<file path="config.mk">
export PLATFORM = sky130hd
export DESIGN_NAME = vga_scan_ctrl
export DESIGN_NICKNAME = d
export VERILOG_FILES = /design/src/rtl/vga_pkg.sv /design/src/rtl/vga_timing_gen.sv /design/src/rtl/vga_scan_ctrl.sv
export SDC_FILE = /design/constraint.sdc
export NUM_CORES = 1
export LEC_CHECK = 0
export CORE_MARGIN = 5
export CORE_UTILIZATION = 69
export DETAILED_ROUTE_END_ITERATION = 6
export DONT_BUFFER_PORTS = 1
export PLACE_DENSITY = 0.82
export SYNTH_ARGS = -nofsm -noshare
export SYNTH_HDL_FRONTEND = slang
export SYNTH_SLANG_ARGS = --single-unit
</file>
<file path="constraint.sdc">
create_clock -name clock -period 3.65 [get_ports clock]
set_clock_uncertainty 0.2 [all_clocks]
set_input_delay 0.365 -clock clock [delete_from_list [all_inputs] [get_ports clock]]
set_output_delay 0.365 -clock clock [all_outputs]
set_load 0.02 [all_outputs]
</file>
<file path="src/rtl/vga_pkg.sv">
// Shared VGA timing defaults (640x480@60), pixel type and frame-total helpers.
package vga_pkg;

    localparam int DEF_H_ACTIVE = 640;
    localparam int DEF_H_FP     = 16;
    localparam int DEF_H_SYNC   = 96;
    localparam int DEF_H_BP     = 48;
    localparam int DEF_V_ACTIVE = 480;
    localparam int DEF_V_FP     = 10;
    localparam int DEF_V_SYNC   = 2;
    localparam int DEF_V_BP     = 33;
    localparam int DEF_ADDR_W   = 19;

    // Wide enough for any horizontal or vertical total up to 4095.
    localparam int CNT_W = 12;

    typedef struct packed {
        logic [7:0] r;
        logic [7:0] g;
        logic [7:0] b;
    } rgb888_t;

    function automatic int h_total(input int active, input int fp, input int sync, input int bp);
        return active + fp + sync + bp;
    endfunction

    function automatic int v_total(input int active, input int fp, input int sync, input int bp);
        return active + fp + sync + bp;
    endfunction

endpackage

</file>
<file path="src/rtl/vga_timing_gen.sv">
// Horizontal/vertical raster counters with active-region and sync-window decode.
module vga_timing_gen
    import vga_pkg::*;
#(
    parameter int H_ACTIVE = DEF_H_ACTIVE,
    parameter int H_FP     = DEF_H_FP,
    parameter int H_SYNC   = DEF_H_SYNC,
    parameter int H_BP     = DEF_H_BP,
    parameter int V_ACTIVE = DEF_V_ACTIVE,
    parameter int V_FP     = DEF_V_FP,
    parameter int V_SYNC   = DEF_V_SYNC,
    parameter int V_BP     = DEF_V_BP
) (
    input  logic             clock,
    input  logic             reset,
    input  logic             en,
    output logic [CNT_W-1:0] h_cnt,
    output logic             act,
    output logic             h_last,
    output logic             v_last,
    output logic             line_active,
    output logic             hsync_on,
    output logic             vsync_on,
    output logic             blank_start
);

    localparam logic [CNT_W-1:0] HA       = CNT_W'(H_ACTIVE);
    localparam logic [CNT_W-1:0] H_LAST   = CNT_W'(h_total(H_ACTIVE, H_FP, H_SYNC, H_BP) - 1);
    localparam logic [CNT_W-1:0] HS_START = CNT_W'(H_ACTIVE + H_FP);
    localparam logic [CNT_W-1:0] HS_END   = CNT_W'(H_ACTIVE + H_FP + H_SYNC);
    localparam logic [CNT_W-1:0] VA       = CNT_W'(V_ACTIVE);
    localparam logic [CNT_W-1:0] VA_LAST  = CNT_W'(V_ACTIVE - 1);
    localparam logic [CNT_W-1:0] V_LAST   = CNT_W'(v_total(V_ACTIVE, V_FP, V_SYNC, V_BP) - 1);
    localparam logic [CNT_W-1:0] VS_START = CNT_W'(V_ACTIVE + V_FP);
    localparam logic [CNT_W-1:0] VS_END   = CNT_W'(V_ACTIVE + V_FP + V_SYNC);

    logic [CNT_W-1:0] v_cnt;

    // Disabling the scan parks both counters at the origin so re-enable starts a clean frame.
    always_ff @(posedge clock or posedge reset) begin
        if (reset) begin
            h_cnt <= '0;
            v_cnt <= '0;
        end else if (!en) begin
            h_cnt <= '0;
            v_cnt <= '0;
        end else if (h_last) begin
            h_cnt <= '0;
            v_cnt <= v_last ? '0 : v_cnt + 1'b1;
        end else begin
            h_cnt <= h_cnt + 1'b1;
        end
    end

    always_comb begin
        h_last      = (h_cnt == H_LAST);
        v_last      = (v_cnt == V_LAST);
        line_active = (v_cnt < VA);
        act         = en && (h_cnt < HA) && line_active;
        hsync_on    = (h_cnt >= HS_START) && (h_cnt < HS_END);
        vsync_on    = (v_cnt >= VS_START) && (v_cnt < VS_END);
        blank_start = en && h_last && (v_cnt == VA_LAST);
    end

endmodule

</file>
<file path="src/rtl/vga_scan_ctrl.sv">
// VGA raster-scan controller sharing one frame-buffer port between scan reads and CPU writes.
// Optional frame interrupt built when VGA_SCAN_CTRL_FRAME_IRQ_EN is defined.
module vga_scan_ctrl
    import vga_pkg::*;
#(
    parameter int H_ACTIVE = DEF_H_ACTIVE,
    parameter int H_FP     = DEF_H_FP,
    parameter int H_SYNC   = DEF_H_SYNC,
    parameter int H_BP     = DEF_H_BP,
    parameter int V_ACTIVE = DEF_V_ACTIVE,
    parameter int V_FP     = DEF_V_FP,
    parameter int V_SYNC   = DEF_V_SYNC,
    parameter int V_BP     = DEF_V_BP,
    parameter int ADDR_W   = DEF_ADDR_W
) (
    input  logic              clock,
    input  logic              reset,
    input  logic              en,
    input  logic              wr_valid,
    output logic              wr_ready,
    input  logic [31:0]       wr_addr,
    input  logic [31:0]       wr_data,
    input  logic [3:0]        wr_mask,
    output logic [ADDR_W-1:0] buf_addr,
    output logic              buf_ren,
    output logic              buf_wen,
    output logic [31:0]       buf_wdata,
    output logic [3:0]        buf_wmask,
    input  logic [31:0]       buf_rdata,
    output logic              hsync,
    output logic              vsync,
    output logic              pix_valid,
    output logic [23:0]       pix_data
`ifdef VGA_SCAN_CTRL_FRAME_IRQ_EN
    ,
    output logic              irq,
    input  logic              irq_clr
`endif
);

    localparam logic [ADDR_W-1:0] LINE_STEP = ADDR_W'(H_ACTIVE);

    logic [CNT_W-1:0]  h_cnt;
    logic              act, h_last, v_last, line_active;
    logic              hsync_on, vsync_on, blank_start;
    logic [ADDR_W-1:0] line_base;
    logic [ADDR_W-1:0] scan_addr;
    rgb888_t           pix_word;

    vga_timing_gen #(
        .H_ACTIVE (H_ACTIVE), .H_FP (H_FP), .H_SYNC (H_SYNC), .H_BP (H_BP),
        .V_ACTIVE (V_ACTIVE), .V_FP (V_FP), .V_SYNC (V_SYNC), .V_BP (V_BP)
    ) u_timing (
        .clock       (clock),
        .reset       (reset),
        .en          (en),
        .h_cnt       (h_cnt),
        .act         (act),
        .h_last      (h_last),
        .v_last      (v_last),
        .line_active (line_active),
        .hsync_on    (hsync_on),
        .vsync_on    (vsync_on),
        .blank_start (blank_start)
    );

    // Running start-of-line address: one add per visible line instead of v_cnt*H_ACTIVE.
    always_ff @(posedge clock or posedge reset) begin
        if (reset) begin
            line_base <= '0;
        end else if (!en) begin
            line_base <= '0;
        end else if (h_last) begin
            if (v_last) begin
                line_base <= '0;
            end else if (line_active) begin
                line_base <= line_base + LINE_STEP;
            end
        end
    end

    assign scan_addr = line_base + ADDR_W'(h_cnt);

    // Scan owns the port whenever it is in the visible region; CPU writes fill the gaps.
    always_comb begin
        buf_ren   = act;
        wr_ready  = !act;
        buf_wen   = wr_valid && !act;
        buf_addr  = act ? scan_addr : wr_addr[ADDR_W+1:2];
        buf_wdata = wr_data;
        buf_wmask = wr_mask;
    end

    always_ff @(posedge clock or posedge reset) begin
        if (reset) begin
            pix_valid <= 1'b0;
            hsync     <= 1'b1;
            vsync     <= 1'b1;
        end else begin
            pix_valid <= act;
            hsync     <= !(en && hsync_on);
            vsync     <= !(en && vsync_on);
        end
    end

    assign pix_word = rgb888_t'(buf_rdata[23:0]);
    assign pix_data = pix_valid ? pix_word : 24'h0;

`ifdef VGA_SCAN_CTRL_FRAME_IRQ_EN
    // Set has priority over a coincident clear so a new frame event is never lost.
    always_ff @(posedge clock or posedge reset) begin
        if (reset) begin
            irq <= 1'b0;
        end else if (!en) begin
            irq <= 1'b0;
        end else if (blank_start) begin
            irq <= 1'b1;
        end else if (irq_clr) begin
            irq <= 1'b0;
        end
    end
`endif

    logic unused_bits;
    assign unused_bits = ^{wr_addr[31:ADDR_W+2], wr_addr[1:0], buf_rdata[31:24], blank_start};

endmodule

</file>
==> results of run 1 <==
## metrics by stage
stage	power [uW]	cells	utilization	setup slack, ns	instance area [sq um]
after floorplan	599	396	-	0.598	3160
after global placement	564	406	0.674	0.500	2970
after detailed placement	566	406	0.674	0.448	2970
after CTS	998	416	0.708	0.129	3130
after global routing	1030	416	0.708	0.0286	3130
final	993	416	0.708	0.217	3130
## critical path: stages (launching register included)
cell and delay [ns]:
dfrtp_1 0.46, or3_1 0.53, or4b_4 0.76, o311ai_0 0.57, buf_4 0.24
## flip-flops by register name, indices dropped and copies added, names as in the netlist
signal	flops
line_base	12
u_timing.h_cnt	12
u_timing.v_cnt	12
hsync	1
pix_valid	1
vsync	1
## cell type report
class | instances | area (sq um) | share of cell area
multi-input cells | 293 | 1790 | 0.573
flip-flops and latches | 39 | 978 | 0.313
repair buffers | 17 | 133 | 0.0424
clock buffers | 6 | 72.6 | 0.0232
well taps | 52 | 65.1 | 0.0208
clock inverters | 2 | 60.1 | 0.0192
inverters | 7 | 26.3 | 0.00840
## power by group through the flow
stage,registers [uW],logic [uW],clock network [uW]
floorplan,447,152,0
global placement,450,113,0
detailed placement,451,115,0
CTS,442,117,439
global route,444,126,465
finish,442,116,434
## cell usage in the layout, fill, tap and decap left out, types with 4 or more instances in the layout
cell / n
or2_2: 4
nor3_1: 8
o21ai_0: 42
dfrtp_1: 37
a21oi_1: 15
and2_1: 31
a31oi_1: 10
inv_1: 6
clkbuf_8: 5
buf_4: 15
nand2_1: 59
xor2_1: 8
or3_1: 5
nor4_1: 7
ha_1: 11
xnor2_1: 11
nand4_1: 4
nand3_1: 13
nor2_1: 16
and3_1: 4
## synthesized netlist by cell type (3+ instances only)
| cell | number |
|---|---|
| nand2_1 | 59 |
| nor3b_1 | 3 |
| nor2_1 | 16 |
| a21oi_1 | 15 |
| and3_1 | 4 |
| or3_1 | 5 |
| clkbuf_1 | 13 |
| xor2_1 | 8 |
| nor3_1 | 8 |
| nor4_1 | 7 |
| o21ai_0 | 42 |
| nand3_1 | 13 |
| buf_4 | 37 |
| or2_2 | 4 |
| and4_1 | 3 |
| dfrtp_1 | 37 |
| and2_1 | 31 |
| o41ai_1 | 3 |
| nand4_1 | 4 |
| inv_1 | 6 |
| ha_1 | 11 |
| xnor2_1 | 11 |
| buf_2 | 4 |
| a31oi_1 | 10 |
## cell families after synthesis
kind of cell	share of synthesized area
AOI/OAI and AO/OA	0.180
other	0.00119
DFF	0.309
xor gates and xnor gates	0.0526
buffers and inverters	0.126
adders and majority gates	0.0435
and+or+nand+nor	0.287
## worst paths after layout
| kind | slack (ns) | endpoint | depth (start not counted) | start |
|---|---|---|---|---|
| max | 0.22 | buf_addr[12] | 4 | u_timing.v_cnt[9] |
| max in group asynchronous | 2.46 | vsync | 3 | reset |
| min reg2reg | 0.33 | u_timing.h_cnt[0] | 1 | u_timing.h_cnt[0] |
| min | 0.007 | u_timing.h_cnt[6] | 1 | en |
| min in group asynchronous | 0.42 | u_timing.h_cnt[10] | 3 | reset |
| max reg2reg | 0.85 | u_timing.v_cnt[4] | 7 | u_timing.h_cnt[1] |
## routing by layer
layer	up-vias	share of wire
met5	-	0.0087
met4	2	0.012
met3	18	0.14
met2	135	0.45
met1	1277	0.38
li1	1293	-
## what timing repair did
item / CTS / global route
hold endpoints to repair: 40 / 0
hold buffers: 2 / 0
setup buffers: 0 / 0
endpoints found under the setup margin: 0 / 1
gates resized for setup: 0 / 0
==> impl_metrics.tcl, run 1 <==
set metrics [dict create \
    cp.arrival_ns 2.87 \
    grt_pass1_vias 2569 \
    drive_gt1_frac 0.102 \
    whs_ns 0.00738 \
    num_io_pins 189 \
    worstMarginPinSlew_ns 0.773 \
    die_y_microns 77.7 \
    drtIter0Drc 219 \
    remaining_drc_errors 0 \
    outcome "completed" \
    yosysTopAreaCellShare 0.293 \
    fmax_mhz 291 \
    layout_min_cycle_time_ns 3.43 \
    drt_wl_total_mm 8.49 \
    detail-route-antenna-nets 0 \
    synth_edf_count 0 \
    cts-root-buf "clkbuf_8" \
    cts_tree "done" \
    num_vias 2725 \
    p_leak_uw 0.00129 \
    netlist_area_sq_um 3160 \
    async_flop_share 1.00 \
    ys_seq_area_frac 0.309 \
    globalplace.congestion 0.870 \
    criticalPathCategory "flop to primary output" \
    grt_remaining_overflow 0 \
    swShare 0.254 \
    yosys.area.top_type "dfrtp_1" \
    grt.busiest_layer "met2" \
    wl_per_cell_microns 20.4 \
    antenna_found_initial 0 \
    syn_area_per_cell_sq_um 7.98 \
    dieWidth_microns 77.7 \
    powerDensity_nw_per_um2 317 \
    critPathRequiredTime_ns 3.08 \
    die_area_sq_um 6040 \
    hp-class "primary input to flop" \
    p_clk_frac 0.437 \
    p_int_uw 741 \
    clock-sinks 39 \
    period_share 0.941 \
    diodes 0 \
    first_pass_iters 4 \
    cp_max_fo 40 \
    htreeDepth 2 \
    grt_usage 0.281 \
    portBuffers 0 \
    fillers 370 \
    grt_use_met3 0.147 \
    grt_start_max_net_pins 41 \
    clk_latency_ns 0.30 \
    irDropWorstVdd_mv 0.271 \
    cts_buffers 5 \
    rsz0062_at_grt "no" \
    synth_cell_types 58 \
    grt_util_met1 0.347 \
    met2_usage 0.425 \
    pwr-share-comb 0.117 \
    hold_viol 0 \
    slew_headroom 0.479 \
    path_clk_slew_ns 0.08 \
    initial_utilization 0.716 \
    area_growth_pct -1.11 \
    grt_first_pass_wirelength_mm 13.5 \
    p_sw_uw 252 \
    tns_ns 0 \
    drt-vias-per-instance 6.55 \
    setup_viol 0 \
    clock_path_buffers 2 \
    cp-end-kind "primary output" \
    synth_warnings 0 \
    startpoint_type "flop" \
    layout.nets 478 \
    maxCapViolations 0 \
    place_hpwl_mm 6.50 \
    synth_area_leaders "dfrtp_1 29%, buf_4 8.8%, nand2_1 7.0%, o21ai_0 6.6%, and2_1 6.1%" \
    seqPwrFrac 0.446 \
    synth_cells 396 \
    synth_ff_type "dfrtp_1" \
    fp.coreArea_sq_um 4410 \
    ys_ff_latch 39 \
    drv_slew 0 \
    synth_nets 511 \
    num_rows 24 \
]
Power figures use the tool's default switching activity.
==> run 2: changes to the inputs <==
- CORE_UTILIZATION: 69 -> 40
- PLACE_DENSITY: 0.82 -> 0.51
==> impl_metrics.tcl, run 2 (synthesis gave the netlist of run 1 again) <==
set metrics [dict create \
    remaining_drc_errors 0 \
    critPathRequiredTime_ns 3.08 \
    grt_start_max_net_pins 41 \
    globalplace.congestion 0.797 \
    pwr-share-comb 0.138 \
    diodes 0 \
    startpoint_type "flop" \
    place_hpwl_mm 5.98 \
    clock_path_buffers 2 \
    p_clk_frac 0.346 \
    die_y_microns 98.9 \
    reg2regPathDepth 6 \
    htreeDepth 2 \
    fillers 824 \
    cts_buffers 5 \
    maxCapViolations 0 \
    path_clk_slew_ns 0.08 \
    r2r-start "u_timing.v_cnt[4]" \
    swShare 0.295 \
    fp.coreArea_sq_um 7730 \
    mostFrequentLayoutCell "nand2_1" \
    hold_depth 1 \
    place_ws_ns 0.475 \
    hold_viol 0 \
    regArea_sq_um 978 \
    clock-sinks 39 \
    irDropWorstVdd_mv 0.117 \
    clk_latency_ns 0.30 \
    p_int_uw 604 \
    cts_tree "done" \
    fmax_mhz 294 \
    whs_ns 0.00791 \
    antenna_found_initial 0 \
    detail-route-antenna-nets 0 \
    wl_per_cell_microns 17.5 \
    period_share 0.933 \
    num_rows 32 \
    drv_slew 0 \
    grt_usage 0.157 \
    first_pass_iters 4 \
    layout_min_cycle_time_ns 3.41 \
    tns_ns 0 \
    cts-root-buf "clkbuf_8" \
    min_from "en" \
    p_leak_uw 0.00129 \
    rsz0062_at_grt "no" \
    layout.nets 483 \
    drtIter0Drc 123 \
    cp.arrival_ns 2.84 \
    initial_utilization 0.409 \
    post-cts-setup-buffer-count 0 \
    slew_headroom 0.545 \
    outcome "completed" \
    multi_input_area_sq_um 1800 \
    top_regs "line_base (12), u_timing.h_cnt (12), u_timing.v_cnt (12)" \
    grt_remaining_overflow 0 \
    ctsResizeCount 0 \
    worstMarginPinSlew_ns 0.675 \
    die_area_sq_um 9780 \
    finalPower_uw 857 \
    drt-vias-per-instance 5.74 \
    reg2reg_to "u_timing.v_cnt[7]" \
    cp_max_fo 21 \
    hp-class "primary input to flop" \
    setup_viol 0 \
    drive_gt1_frac 0.114 \
    drt_wl_total_mm 8.23 \
    grt_pass1_vias 2487 \
    hold_end "u_timing.h_cnt[6]" \
    dieWidth_microns 98.9 \
    powerDensity_nw_per_um2 269 \
    num_vias 2704 \
    grt_first_pass_wirelength_mm 12.6 \
    p_sw_uw 253 \
    cp-end-kind "primary output" \
    fin_ws_ns 0.244 \
    timing.reg2reg.setup_slack_ns 0.80 \
    area_growth_pct 0.633 \
    criticalPathCategory "flop to primary output" \
    mostFrequentLayoutCells "59 x nand2_1, 42 x o21ai_0, 37 x dfrtp_1" \
    portBuffers 0 \
    seqPwrFrac 0.516 \
    num_io_pins 189 \
]
run 2: cell count changes in the layout (fill, tap and decap cells not counted):
cell	previous run	this run
buf_4	15	19
bufinv_16	2	0
clkinv_2	0	1
clkinvlp_4	0	1
or4b_2	2	3
run 2: layer usage:
metal | global-route usage | part of all wire
met5 | 0 | 0
met4 | 0.0357 | 0.0078
met1 | 0.203 | 0.43
met2 | 0.260 | 0.47
met3 | 0.0467 | 0.083
run 2: how the worst max path moves through the flow:
stage / start / endpoint / slack, ns
6_report: u_timing.v_cnt[9] / buf_addr[14] / 0.24
5_1_grt: u_timing.v_cnt[9] / buf_addr[14] / 0.08
4_1_cts: u_timing.v_cnt[9] / buf_addr[14] / 0.14
3_5_place_dp: u_timing.v_cnt[9] / buf_addr[14] / 0.48
3_3_place_gp: u_timing.v_cnt[9] / buf_addr[14] / 0.52
2_1_floorplan: u_timing.v_cnt[9] / buf_addr[12] / 0.60
run 2: layout make-up:
class                           count  area share
Multi-Input combinational cell    294       0.566
Tap cell                          102      0.0401
Sequential cell                    39       0.308
Clock buffer                        6      0.0228
Inverter                            7     0.00826
Clock inverter                      2     0.00393
Timing Repair Buffer               21      0.0511
run 2: critical path: stages, from the launching register on:
cell and delay [ns]:
dfrtp_1 0.47, or3_1 0.57, or4b_4 0.71, clkinv_1 0.18, o221a_2 0.19, a21oi_1 0.04, a211oi_1 0.20, buf_4 0.19
run 2: repair_timing:
item	4_1_cts	5_1_grt
hold buffers	2	0
hold endpoints to repair	40	0
endpoints found under the setup margin	0	1
run 2: metrics by stage:
| stage | std cells | utilization | area [sq um] |
|---|---|---|---|
| finish | 471 | 0.412 | 3180 |
| global route | 471 | 0.412 | 3180 |
| CTS | 470 | 0.410 | 3170 |
| detailed placement | 460 | 0.397 | 3070 |
| global placement | 460 | 0.397 | 3070 |
| floorplan | 396 | - | 3160 |
run 2: power by group through the flow:
stage | Clock (uW) | Sequential (uW) | Combinational [uW]
6_report | 296 | 442 | 119
5_1_grt | 323 | 444 | 131
4_1_cts | 306 | 442 | 120
3_5_place_dp | 0 | 451 | 118
3_3_place_gp | 0 | 451 | 118
2_1_floorplan | 0 | 447 | 152
